### config.mk
export PLATFORM = sky130hd
export DESIGN_NAME = st_dram_ctrl
export DESIGN_NICKNAME = d
export VERILOG_FILES = /design/src/rtl/st_dram_ctrl.sv
export SDC_FILE = /design/constraint.sdc
export NUM_CORES = 1
export LEC_CHECK = 0
export BUFFER_PORTS_ARGS = -buffer_cell sky130_fd_sc_hd__buf_4
export CAP_MARGIN = 20
export CORE_UTILIZATION = 51
export CTS_BUF_LIST = sky130_fd_sc_hd__clkbuf_8
export CTS_CLUSTER_SIZE = 20
export DETAILED_ROUTE_END_ITERATION = 8
export PLACE_DENSITY = 0.91
export SLEW_MARGIN = 20
export SYNTH_ARGS = -nofsm -noshare
export SYNTH_HDL_FRONTEND = slang
export SYNTH_SLANG_ARGS = --single-unit
### constraint.sdc
create_clock -name clk -period 3.2 [get_ports clk]
set_clock_uncertainty 0.15 [all_clocks]
set_input_delay 0.16 -clock clk [delete_from_list [all_inputs] [get_ports clk]]
set_output_delay 0.16 -clock clk [all_outputs]
set_load 0.01 [all_outputs]
### src/rtl/st_dram_ctrl.sv
// rtl/st_dram_ctrl.sv - store-to-DRAM burst engine: ORAM reads feed one AXI write burst per command
module st_dram_ctrl #(
  parameter int AWID_WIDTH   = 4,
  parameter int AWADDR_WIDTH = 10,
  parameter int WDATA_WIDTH  = 64
) (
  input  logic                      clk,
  input  logic                      rst_n,
  input  logic                      cmd_vld,
  output logic                      cmd_rdy,
  input  logic [AWID_WIDTH-1:0]     cmd_id,
  input  logic [AWADDR_WIDTH-1:0]   cmd_dram_addr,
  input  logic [7:0]                cmd_len,
  input  logic [11:0]               cmd_oram_addr,
  output logic                      oram_rd_en,
  output logic [11:0]               oram_rd_addr,
  input  logic [WDATA_WIDTH-1:0]    oram_rd_data,
  output logic [AWID_WIDTH-1:0]     AWID,
  output logic [AWADDR_WIDTH-1:0]   AWADDR,
  output logic [7:0]                AWLEN,
  output logic [2:0]                AWSIZE,
  output logic [1:0]                AWBURST,
  output logic                      AWVALID,
  input  logic                      AWREADY,
  output logic [WDATA_WIDTH-1:0]    WDATA,
  output logic [WDATA_WIDTH/8-1:0]  WSTRB,
  output logic                      WLAST,
  output logic                      WVALID,
  input  logic                      WREADY,
  input  logic [AWID_WIDTH-1:0]     BID,
  input  logic [1:0]                BRESP,
  input  logic                      BVALID,
  output logic                      BREADY,
  output logic                      done_vld,
  output logic                      done_err
);

  typedef enum logic [2:0] {S_IDLE, S_AW, S_RD, S_WD, S_RESP} state_t;

  state_t                    state;
  logic [AWID_WIDTH-1:0]     id_q;
  logic [AWADDR_WIDTH-1:0]   addr_q;
  logic [7:0]                len_q;
  logic [7:0]                beat;
  logic [11:0]               oram_q;
  logic [WDATA_WIDTH-1:0]    wdata_q;
  logic                      wd_first;

  assign cmd_rdy = (state == S_IDLE);
  assign AWID    = id_q;
  assign AWADDR  = addr_q;
  assign AWLEN   = len_q;
  assign AWSIZE  = 3'b011;
  assign AWBURST = 2'b01;
  assign WSTRB   = '1;
  // ORAM data arrives in the first WD cycle; present it directly then, held copy afterwards.
  assign WDATA   = wd_first ? oram_rd_data : wdata_q;

  always_ff @(posedge clk) begin
    if (!rst_n) begin
      state        <= S_IDLE;
      id_q         <= '0;
      addr_q       <= '0;
      len_q        <= '0;
      beat         <= '0;
      oram_q       <= '0;
      wdata_q      <= '0;
      wd_first     <= 1'b0;
      oram_rd_en   <= 1'b0;
      oram_rd_addr <= '0;
      AWVALID      <= 1'b0;
      WVALID       <= 1'b0;
      WLAST        <= 1'b0;
      BREADY       <= 1'b0;
      done_vld     <= 1'b0;
      done_err     <= 1'b0;
    end else begin
      oram_rd_en <= 1'b0;
      wd_first   <= 1'b0;
      done_vld   <= 1'b0;
      done_err   <= 1'b0;
      case (state)
        S_IDLE: begin
          if (cmd_vld) begin
            id_q    <= cmd_id;
            addr_q  <= cmd_dram_addr;
            len_q   <= cmd_len;
            oram_q  <= cmd_oram_addr;
            beat    <= '0;
            AWVALID <= 1'b1;
            state   <= S_AW;
          end
        end
        S_AW: begin
          if (AWREADY) begin
            AWVALID      <= 1'b0;
            oram_rd_en   <= 1'b1;
            oram_rd_addr <= oram_q + {4'b0, beat};
            state        <= S_RD;
          end
        end
        S_RD: begin
          WVALID   <= 1'b1;
          WLAST    <= (beat == len_q);
          wd_first <= 1'b1;
          state    <= S_WD;
        end
        S_WD: begin
          if (wd_first)
            wdata_q <= oram_rd_data;
          if (WREADY) begin
            WVALID <= 1'b0;
            WLAST  <= 1'b0;
            if (WLAST) begin
              BREADY <= 1'b1;
              state  <= S_RESP;
            end else begin
              beat         <= beat + 8'd1;
              oram_rd_en   <= 1'b1;
              oram_rd_addr <= oram_q + {4'b0, beat} + 12'd1;
              state        <= S_RD;
            end
          end
        end
        S_RESP: begin
          // Stay here during the done pulse so a new command cannot overlap it.
          if (done_vld) begin
            state <= S_IDLE;
          end else if (BVALID && BREADY) begin
            BREADY   <= 1'b0;
            done_vld <= 1'b1;
            done_err <= (BRESP != 2'b00) || (BID != id_q);
          end
        end
        default: state <= S_IDLE;
      endcase
    end
  end

endmodule

# --- Word level (Yosys, flattened, before mapping) ---
# Index checks and enable logic that the tools add are counted.
word_totals:
  word_cells: 86
  inputBits: 110
  ff_bits: 129
  output_inout_bits: 119
classes:
  addsub: 3
  muxes: 32
  n_reduce_logical: 18
  bitwise_logic: 3
  eq_ne: 14
op_table:
  columns: ["cell", "n"]
  rows:
  - ["$mux 64", 1]
  - ["$mux 12", 3]
  - ["$mux 8", 3]
  - ["$pmux 12 s2", 1]
  - ["$ne 2x2->1 const B", 8]
  - ["$pmux 8 s2", 1]
  - ["$mux 3", 5]
  - ["$pmux 3 s5", 1]
  - ["$add 12x1->12 const B", 1]
  - ["$add 12x8->12", 1]
  - ["$mux 1", 12]
  - ["$reduce_and 4->1", 3]
  - ["$reduce_bool 2->1", 6]
  - ["$pmux 1 s2", 5]
  - ["$add 8x1->8 const B", 1]
  - ["$eq 8x8->1", 1]
  - ["$eq 3x2->1 const B", 2]
  - ["$reduce_and 5->1", 1]
  - ["$ne 4x4->1", 1]
  - ["$reduce_and 2->1", 2]
  - ["$reduce_or 4->1", 1]
  - ["$eq 3x1->1 const B", 1]
  - ["$eq 3x3->1 const B", 1]
  - ["$logic_not 3->1", 1]
  - ["other kinds (5)", 7]

# --- Depth between registers and ports, before layout ---
logic_depth:
  ltp_word: 5
  ltp_mapped: 8
  mapped_depth_nobuf: 8

# --- Least setup slack after synthesis ---
# No wires, ideal clock.
synth_path:
  kind: "register to register"
  start: "register beat[0]"
  end: "register oram_rd_addr[9]"
  arrival_time_ns: 2.512
  slack_ns: 0.447
  path_buffers: 0
  setup_time_ns: 0.091
  stages_incl_launch_ff: 9
  required_ns: 2.959
  path_cell_list: "dfxtp_1 -> ha_1 -> fa_1 -> a21o_1 -> a221oi_1 -> xnor2_2 -> nand4_4 -> or3_1 -> a311oi_1"
synth_via:
  elab_chain_cells: 5
  elab_cells_between_ends: 6
  cone_classes: "add/sub: 2; mux: 4"
synth_rtl:
  columns: ["element", "line", "source"]
  rows:
  - ["from (decl)", "44", "logic [7:0] beat;"]
  - ["from (signal assigned)", "118", "beat <= beat + 8'd1;"]
  - ["$add 12x8->12 *", "98, 120", null]
  - ["$add 12x1->12", "120", "oram_rd_addr <= oram_q + {4'b0, beat} + 12'd1;"]
  - ["$mux 12", "114", "if (WLAST) begin"]
  - ["$mux 12", "111", "if (WREADY) begin"]
  - ["$pmux 12 s2 *", "82", "case (state)"]
  - ["to (signal assigned)", "98", "oram_rd_addr <= oram_q + {4'b0, beat};"]
  - ["to (signal assigned)", "120", null]
  - ["to (decl)", "16", "output logic [11:0] oram_rd_addr,"]
# Every way passes the cells marked *; elsewhere a longest branch is shown, timed or not. The select of a mux whose other input is x is not followed.
# A chain may end at the register's enable or synchronous reset.

# --- Worst setup path in the final report ---
# Ends and elaborated chain as after synthesis.

==> impl_metrics.tcl <==
set metrics [dict create \
    status "finished, final reports clean" \
    cts_buffer_depth 2 \
    clkLatencyLatePin_ns 0.45 \
    cp.required_ns 3.39 \
    drive_above_1_share 0.3110 \
    core_um2 12010 \
    cts.clk_slew.worst_paths_ns 0.08 \
    die_h_um 113.0 \
    placed_cell_area_um2 7916 \
    cap_violations 0 \
    arrival_ns 3.20 \
    max_freq_ghz 0.3319 \
    dieWidth_um 113.0 \
    cts_buffers 17 \
    root_buffer "clkbuf_8" \
    ir_drop_mv 0.3674 \
    critPathLaunchType "flop" \
    final_util 0.7855 \
    grt_max_degree 69 \
    tightest_slew_ns 0.8518 \
    min_period_ns 3.013 \
    grt_antenna_before_repair 1 \
    drtPass1Iterations 5 \
    gp_congestion 0.8833 \
    vias 6977 \
    drt_iter0_drc 615 \
    min_path_cells 4 \
    rsz0062_at_grt "false" \
    ys_seq_area_frac 0.4107 \
    power.total_mw 3.978 \
    critPathCaptureType "flop" \
    post_cts_buffers 0 \
    r2r_end "oram_rd_addr[9]" \
    synth_edf_count 0 \
    initial_utilization 0.5234 \
    hpwl_mm 11.89 \
    drv_slew 0 \
    path_cells "ha_1 -> fa_1 -> a21o_1 -> a221oi_1 -> xnor2_2 -> nand4_4 -> or3_1 -> a311oi_1" \
    p_leak_nw 4.027 \
    cp_slowest_cell "fa_1" \
    overflow 0 \
    syn_inst 768 \
    crit_type "reg -> reg" \
    post-route-drc-count 0 \
    hp-class "in -> reg" \
    cts_tree "yes" \
    area_growth_pct 50.07 \
    crit_buf_inv 0 \
    fin_nets 1185 \
    ys_warn_count 0 \
    grt.total_usage 0.3423 \
    syn_area_um2 6287 \
    cp_max_fo 6 \
    cts_resized 0 \
    yosysMostFrequentCell "nand2_1" \
    reg2reg_depth 8 \
    crit_family "compound AO/OA/AOI/OAI gates" \
    synth_cell_types 65 \
    ys.flop_type "dfxtp_1" \
    route.antenna.remaining_nets 0 \
    die_area_um2 12780 \
    fillers 710 \
    ys_top_cells_by_area "dfxtp_1 41%, nand2_1 13%, mux2_2 11%, a21oi_1 8.9%, clkbuf_1 2.3%" \
    drt_wl_total_mm 22.09 \
    p_per_area_nw_per_um2 421.6 \
    async_flop_share 0 \
    placed_cells 1088 \
    synthTopCellsByCount "218 x nand2_1, 129 x dfxtp_1, 112 x a21oi_1, 64 x mux2_2, 38 x clkbuf_1" \
    max_slew_margin 0.4307 \
    boundaryPins 229 \
    cp_slowest_stage_delay_ns 0.45 \
    final-setup-viol-count 0 \
    ys_seq_elements 129 \
    fin_area_um2 9435 \
    stdcell_count 1226 \
    io_buffers 215 \
    regToRegSetupSlack_ns 0.19 \
    r2r-start "beat[0]" \
    htree_num_levels 4 \
    wl_per_cell_um 18.02 \
    yosys.area.top_type "dfxtp_1" \
    cts.sinks 129 \
    grt_pass1_vias 7003 \
    hold_violations 0 \
    yosys.area.top_type_share 0.4107 \
    grt_pass1_wl_mm 33.90 \
    rows 40 \
    hold_start "oram_rd_data[12]" \
    syn_area_per_cell_um2 8.187 \
    holdPathEnd "wdata_q[12]" \
    fin_setup_tns_ns 0 \
    viasPerCell 5.691 \
    fin_crit_sh 0.9415 \
]
report_power, final:
group / switching (mW) / internal [mW] / leakage [nW]
Combinational: 0.299 / 0.328 / 2.74
Clock: 0.649 / 1.00 / 0.244
Sequential: 0.0473 / 1.65 / 1.05
Total: 0.995 / 2.98 / 4.03
stage by stage:
step | hold WS, ns | setup WS [ns]
2_1_floorplan | 0.1460 | 0.4475
3_3_place_gp | 0.2449 | 0.3439
3_5_place_dp | 0.2582 | 0.2331
4_1_cts | 0.003322 | 0.2035
5_1_grt | 0.02168 | 0.08148
6_report | 0.04532 | 0.1873
kinds of logic after synthesis:
| kind of cell | count (synthesis) | share of synthesized area |
|---|---|---|
| xor+xnor | 27 | 0.04119 |
| flops | 129 | 0.4107 |
| fa+ha+maj | 11 | 0.02308 |
| simple gates | 301 | 0.2030 |
| buf+inv | 67 | 0.04955 |
| compound gates | 167 | 0.1566 |
| mux | 64 | 0.1146 |
| other cells | 2 | 0.001194 |
layout make-up:
type	count	area, um2	share of cell area
Clock buffer	21	289.0	0.03063
Antenna cell	2	5.005	0.0005304
Inverter	6	23.77	0.002520
Timing Repair Buffer	327	2728	0.2891
Clock inverter	11	183.9	0.01949
Sequential cell	129	2584	0.2738
Multi-Input combinational cell	583	3438	0.3644
Tap cell	147	183.9	0.01949
registers in the layout, summed over array words and instances, names as in the netlist:
signal,cells
beat,8
WVALID,1
oram_q,12
oram_rd_en,1
AWID,4
wdata_q,64
AWADDR,10
oram_rd_addr,12
state,3
AWLEN,8
AWVALID,1
done_err,1
BREADY,1
wd_first,1
WLAST,1
done_vld,1
worst min-delay path: stages:
cell and delay, ns:
buf_4 0.08, mux2_2 0.17, nand2_1 0.06, a21oi_1 0.14
repair_timing:
action,4_1_cts,5_1_grt
setup endpoints to repair,0,0
endpoints found under the hold margin,112,0
hold buffers,104,0
per-layer routing:
layer / part of all wire / vias to the layer above / track usage
li1: - / 3191 / -
met1: 0.36 / 3242 / 0.3367
met2: 0.51 / 424 / 0.6082
met3: 0.078 / 120 / 0.1152
met4: 0.056 / 0 / 0.2351
met5: 0 / - / 0
cells in the final DEF, fill, tap and decap left out, drive strengths merged, types with 8 or more instances in the layout:
cell,Yosys,routed
mux2,64,64
a21oi,112,112
ha,10,10
xor2,9,9
conb,2,13
nand2,218,218
xnor2,18,18
a211oi,8,8
o21ai,13,13
buf,23,223
dfxtp,129,129
clkbuf,38,21
nor2,37,37
nand3,9,9
dlygate4sd3,0,104
worst max path at each step:
stage / from / endpoint / slack (ns) / cells past startpoint
after floorplan: beat[0] / oram_rd_addr[9] / 0.45 / 8
after global placement: beat[0] / oram_rd_addr[9] / 0.34 / 8
after detailed placement: beat[0] / oram_rd_addr[9] / 0.23 / 8
final: beat[0] / oram_rd_addr[9] / 0.19 / 8
after global routing: beat[0] / oram_rd_addr[9] / 0.08 / 8
after CTS: beat[0] / oram_rd_addr[9] / 0.20 / 8
(Power assumes the default switching activity.)
